### src/rtl/lsu_scheduler_pkg.sv
// Shared encodings for the load/store scheduler: instruction codes, FSM states,
// memory access sizes and the queued request record.
package lsu_scheduler_pkg;

    localparam logic [5:0] INSN_LB  = 6'd1;
    localparam logic [5:0] INSN_LBU = 6'd2;
    localparam logic [5:0] INSN_LH  = 6'd3;
    localparam logic [5:0] INSN_LHU = 6'd4;
    localparam logic [5:0] INSN_LW  = 6'd5;
    localparam logic [5:0] INSN_SB  = 6'd6;
    localparam logic [5:0] INSN_SH  = 6'd7;
    localparam logic [5:0] INSN_SW  = 6'd8;

    localparam logic [1:0] MEM_SIZE_B = 2'd0;
    localparam logic [1:0] MEM_SIZE_H = 2'd1;
    localparam logic [1:0] MEM_SIZE_W = 2'd2;

    typedef enum logic [1:0] {
        ST_IDLE = 2'd0,
        ST_REQ  = 2'd1,
        ST_WAIT = 2'd2
    } lsu_state_e;

    typedef struct packed {
        logic        wr;
        logic [1:0]  size;
        logic        sext;
        logic [4:0]  dst;
        logic [31:0] addr;
        logic [31:0] wdata;
    } lsu_req_t;

    // Store data is replicated here so the bus sees it on every byte lane.
    function automatic lsu_req_t decode_req(input logic [5:0] meaning, input logic [31:0] addr,
                                            input logic [31:0] wdata, input logic [4:0] dst);
        lsu_req_t r;
        r.wr    = 1'b0;
        r.size  = MEM_SIZE_W;
        r.sext  = 1'b0;
        r.dst   = dst;
        r.addr  = addr;
        r.wdata = wdata;
        case (meaning)
            INSN_LB:  begin r.size = MEM_SIZE_B; r.sext = 1'b1; end
            INSN_LBU: r.size = MEM_SIZE_B;
            INSN_LH:  begin r.size = MEM_SIZE_H; r.sext = 1'b1; end
            INSN_LHU: r.size = MEM_SIZE_H;
            INSN_SB:  begin r.wr = 1'b1; r.size = MEM_SIZE_B; r.wdata = {4{wdata[7:0]}}; end
            INSN_SH:  begin r.wr = 1'b1; r.size = MEM_SIZE_H; r.wdata = {2{wdata[15:0]}}; end
            INSN_SW:  r.wr = 1'b1;
            default:  ;
        endcase
        return r;
    endfunction

    function automatic logic [31:0] load_extract(input logic [31:0] rdata, input logic [1:0] size,
                                                 input logic sext, input logic [1:0] lo);
        logic [7:0]  b;
        logic [15:0] h;
        logic [31:0] res;
        b = 8'(rdata >> {lo, 3'b000});
        h = lo[1] ? rdata[31:16] : rdata[15:0];
        case (size)
            MEM_SIZE_B: res = {{24{sext & b[7]}}, b};
            MEM_SIZE_H: res = {{16{sext & h[15]}}, h};
            default:    res = rdata;
        endcase
        return res;
    endfunction

endpackage

### src/rtl/lsu_scheduler_if.sv
// Lane issue, memory bus and writeback signals of the load/store scheduler.
interface lsu_scheduler_if;
    logic        lane0_valid,   lane1_valid;
    logic [5:0]  lane0_meaning, lane1_meaning;
    logic [31:0] lane0_addr,    lane1_addr;
    logic [31:0] lane0_wdata,   lane1_wdata;
    logic [4:0]  lane0_dst,     lane1_dst;
    logic [1:0]  lane_ready;
    logic        mem_req;
    logic        mem_wr;
    logic [1:0]  mem_size;
    logic [31:0] mem_addr;
    logic [31:0] mem_wdata;
    logic        mem_addr_ok;
    logic        mem_data_ok;
    logic [31:0] mem_rdata;
    logic        wb_valid;
    logic [4:0]  wb_dst;
    logic [31:0] wb_data;

    modport slave (
        input  lane0_valid, lane1_valid, lane0_meaning, lane1_meaning, lane0_addr, lane1_addr,
               lane0_wdata, lane1_wdata, lane0_dst, lane1_dst, mem_addr_ok, mem_data_ok, mem_rdata,
        output lane_ready, mem_req, mem_wr, mem_size, mem_addr, mem_wdata, wb_valid, wb_dst, wb_data
    );

    modport master (
        output lane0_valid, lane1_valid, lane0_meaning, lane1_meaning, lane0_addr, lane1_addr,
               lane0_wdata, lane1_wdata, lane0_dst, lane1_dst, mem_addr_ok, mem_data_ok, mem_rdata,
        input  lane_ready, mem_req, mem_wr, mem_size, mem_addr, mem_wdata, wb_valid, wb_dst, wb_data
    );
endinterface

### src/rtl/lsu_fifo.sv
// Request queue with two in-order push ports and one pop port; free_o already
// credits an entry that is popped in the same cycle.
module lsu_fifo #(
    parameter int DEPTH = 4,
    parameter int WIDTH = 8
) (
    input  logic                         clk,
    input  logic                         rst_,
    input  logic                         flush_i,
    input  logic                         push0_i,
    input  logic                         push1_i,
    input  logic [WIDTH-1:0]             data0_i,
    input  logic [WIDTH-1:0]             data1_i,
    input  logic                         pop_i,
    output logic [WIDTH-1:0]             head_o,
    output logic                         empty_o,
    output logic [$clog2(DEPTH+1)-1:0]   free_o
);
    localparam int PW = $clog2(DEPTH);
    localparam int CW = $clog2(DEPTH+1);

    logic [WIDTH-1:0] mem_q [DEPTH];
    logic [PW-1:0]    wr_ptr_q, wr_ptr_d, rd_ptr_q, rd_ptr_d, wr_slot1;
    logic [CW-1:0]    count_q, count_d;
    logic             do_pop;

    assign empty_o  = (count_q == '0);
    assign do_pop   = pop_i && !empty_o;
    assign head_o   = mem_q[rd_ptr_q];
    assign free_o   = CW'(DEPTH) - count_q + CW'(do_pop);
    assign wr_slot1 = push0_i ? wr_ptr_q + PW'(1) : wr_ptr_q;

    always_comb begin
        wr_ptr_d = wr_ptr_q + PW'(push0_i) + PW'(push1_i);
        rd_ptr_d = rd_ptr_q + PW'(do_pop);
        count_d  = count_q + CW'(push0_i) + CW'(push1_i) - CW'(do_pop);
        if (flush_i) begin
            wr_ptr_d = '0;
            rd_ptr_d = '0;
            count_d  = '0;
        end
    end

    always_ff @(posedge clk or negedge rst_) begin
        if (!rst_) begin
            wr_ptr_q <= '0;
            rd_ptr_q <= '0;
            count_q  <= '0;
        end else begin
            wr_ptr_q <= wr_ptr_d;
            rd_ptr_q <= rd_ptr_d;
            count_q  <= count_d;
        end
    end

    always_ff @(posedge clk) begin
        if (!flush_i) begin
            if (push0_i) mem_q[wr_ptr_q] <= data0_i;
            if (push1_i) mem_q[wr_slot1] <= data1_i;
        end
    end

endmodule

### src/rtl/lsu_scheduler.sv
// Two-lane load/store scheduler: queues requests in program order and issues
// them one at a time to a split address/data memory handshake.
//
//   state   | meaning
//   IDLE    | no request outstanding, waiting for a queued entry
//   REQ     | mem_req asserted, waiting for mem_addr_ok
//   WAIT    | address accepted, waiting for mem_data_ok
module lsu_scheduler
    import lsu_scheduler_pkg::*;
#(
    parameter int DEPTH = 4
) (
    input  logic            clk,
    input  logic            rst_,
    input  logic            flush,
    lsu_scheduler_if.slave  bus
);
    localparam int CW = $clog2(DEPTH+1);

    lsu_req_t      req0, req1, head;
    logic [CW-1:0] free;
    logic [1:0]    lane_ready;
    logic          push0, push1, pop, empty;

    lsu_state_e    state_q;
    logic          kill_q;
    logic          mem_req_q, mem_wr_q, sext_q;
    logic [1:0]    mem_size_q;
    logic [31:0]   mem_addr_q, mem_wdata_q;
    logic [4:0]    dst_q;
    logic          wb_valid_q;
    logic [4:0]    wb_dst_q;
    logic [31:0]   wb_data_q;
    logic          wb_ok;

    assign req0 = decode_req(bus.lane0_meaning, bus.lane0_addr, bus.lane0_wdata, bus.lane0_dst);
    assign req1 = decode_req(bus.lane1_meaning, bus.lane1_addr, bus.lane1_wdata, bus.lane1_dst);

    assign lane_ready[0] = !flush && (free >= CW'(1));
    assign lane_ready[1] = !flush && ((free >= CW'(2)) || ((free >= CW'(1)) && !bus.lane0_valid));
    assign push0 = bus.lane0_valid && lane_ready[0];
    assign push1 = bus.lane1_valid && lane_ready[1];
    assign pop   = (state_q == ST_REQ) && bus.mem_addr_ok;

    lsu_fifo #(.DEPTH(DEPTH), .WIDTH($bits(lsu_req_t))) u_fifo (
        .clk     (clk),
        .rst_    (rst_),
        .flush_i (flush),
        .push0_i (push0),
        .push1_i (push1),
        .data0_i (req0),
        .data1_i (req1),
        .pop_i   (pop),
        .head_o  (head),
        .empty_o (empty),
        .free_o  (free)
    );

    // A flush arriving in the completion cycle itself also suppresses writeback.
    assign wb_ok = !mem_wr_q && !kill_q && !flush;

    always_ff @(posedge clk or negedge rst_) begin
        if (!rst_) begin
            state_q     <= ST_IDLE;
            kill_q      <= 1'b0;
            mem_req_q   <= 1'b0;
            mem_wr_q    <= 1'b0;
            mem_size_q  <= MEM_SIZE_B;
            mem_addr_q  <= '0;
            mem_wdata_q <= '0;
            sext_q      <= 1'b0;
            dst_q       <= '0;
            wb_valid_q  <= 1'b0;
            wb_dst_q    <= '0;
            wb_data_q   <= '0;
        end else begin
            wb_valid_q <= 1'b0;
            case (state_q)
                ST_IDLE: begin
                    if (!empty && !flush) begin
                        state_q     <= ST_REQ;
                        mem_req_q   <= 1'b1;
                        mem_wr_q    <= head.wr;
                        mem_size_q  <= head.size;
                        mem_addr_q  <= head.addr;
                        mem_wdata_q <= head.wdata;
                        sext_q      <= head.sext;
                        dst_q       <= head.dst;
                    end
                end
                ST_REQ: begin
                    if (bus.mem_addr_ok && bus.mem_data_ok) begin
                        mem_req_q  <= 1'b0;
                        state_q    <= ST_IDLE;
                        kill_q     <= 1'b0;
                        wb_valid_q <= wb_ok;
                        wb_dst_q   <= dst_q;
                        wb_data_q  <= load_extract(bus.mem_rdata, mem_size_q, sext_q, mem_addr_q[1:0]);
                    end else if (bus.mem_addr_ok) begin
                        mem_req_q <= 1'b0;
                        state_q   <= ST_WAIT;
                        kill_q    <= kill_q | flush;
                    end else begin
                        kill_q <= kill_q | flush;
                    end
                end
                ST_WAIT: begin
                    if (bus.mem_data_ok) begin
                        state_q    <= ST_IDLE;
                        kill_q     <= 1'b0;
                        wb_valid_q <= wb_ok;
                        wb_dst_q   <= dst_q;
                        wb_data_q  <= load_extract(bus.mem_rdata, mem_size_q, sext_q, mem_addr_q[1:0]);
                    end else begin
                        kill_q <= kill_q | flush;
                    end
                end
                default: state_q <= ST_IDLE;
            endcase
        end
    end

    assign bus.lane_ready = lane_ready;
    assign bus.mem_req    = mem_req_q;
    assign bus.mem_wr     = mem_wr_q;
    assign bus.mem_size   = mem_size_q;
    assign bus.mem_addr   = mem_addr_q;
    assign bus.mem_wdata  = mem_wdata_q;
    assign bus.wb_valid   = wb_valid_q;
    assign bus.wb_dst     = wb_dst_q;
    assign bus.wb_data    = wb_data_q;

endmodule

### src/flat_wrapper.sv
// flat-port wrapper written by rule: the top's interface ports become plain ports
module lsu_scheduler_flat import lsu_scheduler_pkg::*;
#(
    parameter int DEPTH = 4
)
  (clk, rst_, flush, bus_lane0_valid, bus_lane1_valid, bus_lane0_meaning, bus_lane1_meaning, bus_lane0_addr, bus_lane1_addr, bus_lane0_wdata, bus_lane1_wdata, bus_lane0_dst, bus_lane1_dst, bus_mem_addr_ok, bus_mem_data_ok, bus_mem_rdata, bus_lane_ready, bus_mem_req, bus_mem_wr, bus_mem_size, bus_mem_addr, bus_mem_wdata, bus_wb_valid, bus_wb_dst, bus_wb_data);
  lsu_scheduler_if bus_i ();
  input  logic clk;
  input  logic rst_;
  input  logic flush;
  input wire logic [$bits(bus_i.lane0_valid)-1:0] bus_lane0_valid;
  input wire logic [$bits(bus_i.lane1_valid)-1:0] bus_lane1_valid;
  input wire logic [$bits(bus_i.lane0_meaning)-1:0] bus_lane0_meaning;
  input wire logic [$bits(bus_i.lane1_meaning)-1:0] bus_lane1_meaning;
  input wire logic [$bits(bus_i.lane0_addr)-1:0] bus_lane0_addr;
  input wire logic [$bits(bus_i.lane1_addr)-1:0] bus_lane1_addr;
  input wire logic [$bits(bus_i.lane0_wdata)-1:0] bus_lane0_wdata;
  input wire logic [$bits(bus_i.lane1_wdata)-1:0] bus_lane1_wdata;
  input wire logic [$bits(bus_i.lane0_dst)-1:0] bus_lane0_dst;
  input wire logic [$bits(bus_i.lane1_dst)-1:0] bus_lane1_dst;
  input wire logic [$bits(bus_i.mem_addr_ok)-1:0] bus_mem_addr_ok;
  input wire logic [$bits(bus_i.mem_data_ok)-1:0] bus_mem_data_ok;
  input wire logic [$bits(bus_i.mem_rdata)-1:0] bus_mem_rdata;
  output wire logic [$bits(bus_i.lane_ready)-1:0] bus_lane_ready;
  output wire logic [$bits(bus_i.mem_req)-1:0] bus_mem_req;
  output wire logic [$bits(bus_i.mem_wr)-1:0] bus_mem_wr;
  output wire logic [$bits(bus_i.mem_size)-1:0] bus_mem_size;
  output wire logic [$bits(bus_i.mem_addr)-1:0] bus_mem_addr;
  output wire logic [$bits(bus_i.mem_wdata)-1:0] bus_mem_wdata;
  output wire logic [$bits(bus_i.wb_valid)-1:0] bus_wb_valid;
  output wire logic [$bits(bus_i.wb_dst)-1:0] bus_wb_dst;
  output wire logic [$bits(bus_i.wb_data)-1:0] bus_wb_data;
  assign bus_i.lane0_valid = bus_lane0_valid;
  assign bus_i.lane1_valid = bus_lane1_valid;
  assign bus_i.lane0_meaning = bus_lane0_meaning;
  assign bus_i.lane1_meaning = bus_lane1_meaning;
  assign bus_i.lane0_addr = bus_lane0_addr;
  assign bus_i.lane1_addr = bus_lane1_addr;
  assign bus_i.lane0_wdata = bus_lane0_wdata;
  assign bus_i.lane1_wdata = bus_lane1_wdata;
  assign bus_i.lane0_dst = bus_lane0_dst;
  assign bus_i.lane1_dst = bus_lane1_dst;
  assign bus_i.mem_addr_ok = bus_mem_addr_ok;
  assign bus_i.mem_data_ok = bus_mem_data_ok;
  assign bus_i.mem_rdata = bus_mem_rdata;
  assign bus_lane_ready = bus_i.lane_ready;
  assign bus_mem_req = bus_i.mem_req;
  assign bus_mem_wr = bus_i.mem_wr;
  assign bus_mem_size = bus_i.mem_size;
  assign bus_mem_addr = bus_i.mem_addr;
  assign bus_mem_wdata = bus_i.mem_wdata;
  assign bus_wb_valid = bus_i.wb_valid;
  assign bus_wb_dst = bus_i.wb_dst;
  assign bus_wb_data = bus_i.wb_data;
  lsu_scheduler #(.DEPTH(DEPTH)) u_core (.clk(clk), .rst_(rst_), .flush(flush), .bus(bus_i));
endmodule
### config.mk
export PLATFORM = sky130hd
export DESIGN_NAME = lsu_scheduler_flat
export DESIGN_NICKNAME = d
export VERILOG_FILES = /design/src/rtl/lsu_scheduler_pkg.sv /design/src/rtl/lsu_scheduler_if.sv /design/src/rtl/lsu_fifo.sv /design/src/rtl/lsu_scheduler.sv /design/src/flat_wrapper.sv
export SDC_FILE = /design/constraint.sdc
export NUM_CORES = 1
export LEC_CHECK = 0
export BUFFER_PORTS_ARGS = -buffer_cell sky130_fd_sc_hd__buf_2
export CAP_MARGIN = 20
export CORE_ASPECT_RATIO = 1.75
export CORE_MARGIN = 3
export CORE_UTILIZATION = 45
export CTS_CLUSTER_DIAMETER = 150
export CTS_CLUSTER_SIZE = 40
export DETAILED_ROUTE_END_ITERATION = 10
export HOLD_SLACK_MARGIN = 0.06
export PLACE_DENSITY = 0.65
export SYNTH_ARGS = -nofsm -noshare
export SYNTH_HDL_FRONTEND = slang
export SYNTH_SLANG_ARGS = --single-unit
export TNS_END_PERCENT = 30
### constraint.sdc
create_clock -name clk -period 13.9 [get_ports clk]
set_input_delay 1.39 -clock clk [delete_from_list [all_inputs] [get_ports clk]]
set_output_delay 1.39 -clock clk [all_outputs]
set_load 0.01 [all_outputs]
==> summary.md <==
| Metric | Value |
|---|---|
| Outcome | `finished clean` |
| Hold Vio Cnt, Final | `0` |
| Post-synthesis instance total | `1,284` |
| # hold bufs at CTS | `0` |
| Startpoint types | `input port` |
| Clock transition at the registers of the reported paths | `150 ps` |
| P_int | `2.560 mW` |
| Place WS | `8060 ps` |
| CP endpoint kind | `flop` |
| RSZ-0062 raised after global routing | `false` |
| Setup WS post-layout | `between 8000 and 9000 ps` |
| # port buffers | `296` |
| Slew margin rel. | `approximately a quarter` |
| First-pass GRT wire length | `79.42 mm` |
| Post-layout min period | `5146 ps` |
| Gr ovfl total | `0` |
| Ports | `~300` |
| Post-cts resize count | `0` |
| Ranking of synthesized cells by area | `edfxtp_1 (43%), dfrtp_1 (15%), mux2i_1 (8.6%)` |
| Starting density of the core | `45.55%` |
| Fraction of power consumed by combinational cells | `35.2%` |
| Initial antenna violation count | `11` |
| # nets final | `between 1,500 and 2,000` |
| Crit Path Class | `input port to flop` |
| Critical path data arrival time | `between 5000 and 6000 ps` |
| Post-CTS Setup Bufs | `0` |
| Netlist cell types | `50` |
| CTS H-tree lvls | `1` |
| Post-Syn Area | `20,600 um^2` |
| Most used flip-flop cell after synthesis | `edfxtp_1` |
| Layout cells sized above 1 | `approximately two fifths` |
| Sw frac | `32.97%` |
| Synth-to-layout area growth | `11.63%` |
| Total number of vias | `12,050` |
| Vias in the first global route | `12,780` |
| Top cell type's share of synthesized area | `42.56%` |
| Die height | `289.1 um` |
| Worst skew pair latency | `560 ps` |
| Flop pwr share | `49.4%` |
| Worst-path maximum fanout | `56` |
| FFs w/ async S/R, synth | `a little under 30%` |
| Total wire length | `53.44 mm` |
| DRC | `0` |
| Synth Area per Inst | `16.05 um^2` |
| Final period utilization | `37.02%` |
| DRT Pass-1 Iters | `5` |
| CTS Buffer Depth | `3` |
| Die ar. | `around 48,000 um^2` |
| Fmax | `just under 200 MHz` |
| Slew at the pin with the worst max-slew slack | `1110 ps` |
| Setup TNS | `0 ps` |
| Chip width | `167.8 um` |
| Synth Register Bits | `414` |
| Area of the multi-input gates | `8273 um^2` |
| Max_cap viols | `0` |
| Sequential area share after synthesis | `57.37%` |
| Fill cell count | `3,848` |
| Clk_skew | `45.60 ps` |
| Placed Cells | `2,094` |
| Commonest non-fill, non-tap cells in the layout | `buf_2 (295), edfxtp_1 (292), mux2i_1 (174), mux2_2 (147), dfrtp_1 (120)` |
| Hold Crit Class | `flop to flop` |
| CTS Sinks | `414` |
| Routed Antenna Nets | `0` |
| Largest net degree at the start of global routing | `72` |
| TritonCTS clock tree | `built` |
| Net count after synthesis | `1,487` |
| Total track usage | `21.57%` |
| Sw power | `~1.3 mW` |
| Vias per cell | `5.675` |
| Number of synthesized flops with an enable pin | `292` |
| DRT iter0 DRCs | `slightly below 800` |
| TritonCTS Buffers | `14` |
| Lkg Pwr | `8.280 nW` |
| Clock share of power | `15.4%` |
| Most common cell after layout, fill and taps aside | `buf_2` |
| Peak supply drop | `0.0001213 V` |
| PD cells | `166.0 nW/um^2` |
| Final Wtd Congestion | `0.8722` |
| Slew Viols, Final | `0` |
| Hpwl dp | `roughly 36 mm` |
| Cell type with the highest aggregate area in the netlist | `edfxtp_1` |
| Clock root buffer | `clkbuf_16` |
| Final cell count without fillers | `roughly 2,100` |
| Flip-flop and latch area | `11,830 um^2` |
| Core Region | `45,230 um^2` |
| Ys Warns | `0` |
| Critical Path RT | `14,090 ps` |
| DR WL/cell | `25.16 um` |
| Core Rows | `103` |
| Setup-failing EPs final | `0` |
==> stage by stage <==
step	util, %	instance area, um^2	total power, mW	hold slack [ps]
2_1_floorplan	-	20600	2.792	412.8
3_3_place_gp	49.85	22550	3.257	421.5
3_5_place_dp	49.85	22550	3.295	433.2
4_1_cts	50.81	22990	3.878	452.7
5_1_grt	50.84	23000	4.029	475.3
6_report	50.85	23000	3.819	455.6
==> cells by family (layout without fill, tap and decap cells) <==
kind of cell	count (synthesis)	after routing	synth area share [%]
adder cells (fa/ha/maj)	14	14	0.9594
other	0	6	0
XOR/XNOR	7	7	0.2976
multiplexers	523	523	32.68
buffers and inverters	104	361	2.909
AND/OR/NAND/NOR	134	134	2.890
flip-flops	414	414	57.37
AO/OA/AOI/OAI	88	88	2.897
==> layer usage <==
metal | vias up | routed length, um | GRT usage, %
met4 | 4 | 2094 | 8.332
met3 | 80 | 2348 | 2.444
met5 | - | 23 | 0
met1 | 6145 | 19850 | 25.21
li1 | 5446 | - | -
met2 | 378 | 29120 | 40.37
==> flip-flops by register name, indices dropped and copies added (netlist names), 3 cells and up <==
register,cells
u_core.dst_q,5
u_core.u_fifo.mem_q,292
u_core.bus.mem_wdata,32
u_core.bus.wb_dst,5
u_core.u_fifo.count_q,3
u_core.bus.mem_addr,32
u_core.bus.wb_data,32
==> Yosys cell counts (4+ instances only) <==
master / instances
a21o_1: 5
a21oi_1: 28
a22oi_1: 7
a31oi_1: 7
and2_1: 9
buf_1: 5
buf_2: 23
buf_4: 15
buf_6: 16
clkbuf_1: 25
dfrtp_1: 122
edfxtp_1: 292
ha_1: 11
inv_1: 18
mux2_1: 62
mux2_2: 147
mux2_4: 62
mux2i_1: 178
mux4_2: 74
nand2_1: 50
nand2b_1: 4
nor2_1: 50
nor2b_1: 4
nor3b_1: 4
o2111ai_1: 8
o21ai_0: 6
o22a_1: 8
o22ai_1: 9
xor2_1: 5
==> critical path, cell delays in order <==
cell	delay [ps]
buf_2	130
nand2_1	70
or2_2	290
ha_1	180
inv_1	50
ha_1	150
xor2_1	600
o311a_4	350
inv_4	100
mux2i_4	160
buf_4	670
a21o_4	330
buf_4	780
==> power by group through the flow <==
stage                     Combinational (mW)  Clock (mW)  Sequential (mW)
after floorplan                        0.854           0             1.94
after global placement                  1.35           0             1.91
after detailed placement                1.37           0             1.93
after CTS                               1.37       0.610             1.89
after global routing                    1.46       0.642             1.93
final                                   1.34       0.587             1.89
==> path summary, 6_finish.rpt <==
check	start	cells past startpoint	endpoint	slack (ps)
min	u_core.kill_q	1	u_core.bus.wb_valid	460
min reg2reg	u_core.kill_q	1	u_core.bus.wb_valid	460
max	bus_mem_addr_ok	13	u_core.u_fifo.mem_q[0][43]	8750
max reg2reg	u_core.state_q[1]	14	u_core.u_fifo.mem_q[0][43]	8990
min in group asynchronous	rst_	1	u_core.bus.mem_addr[25]	790
max in group asynchronous	rst_	2	u_core.u_fifo.rd_ptr_q[0]	11620
==> area by class of cell <==
class                           count  share of cell area, %
Sequential cell                   414                  51.43
Multi-Input combinational cell    766                  35.97
Timing Repair Buffer              318                  7.186
Tap cell                          577                  3.139
Clock buffer                       23                  1.762
Inverter                           19                 0.3209
Clock inverter                      1                 0.1306
Antenna cell                        6                0.06528
Note: power is estimated with default switching activity, not from simulation.
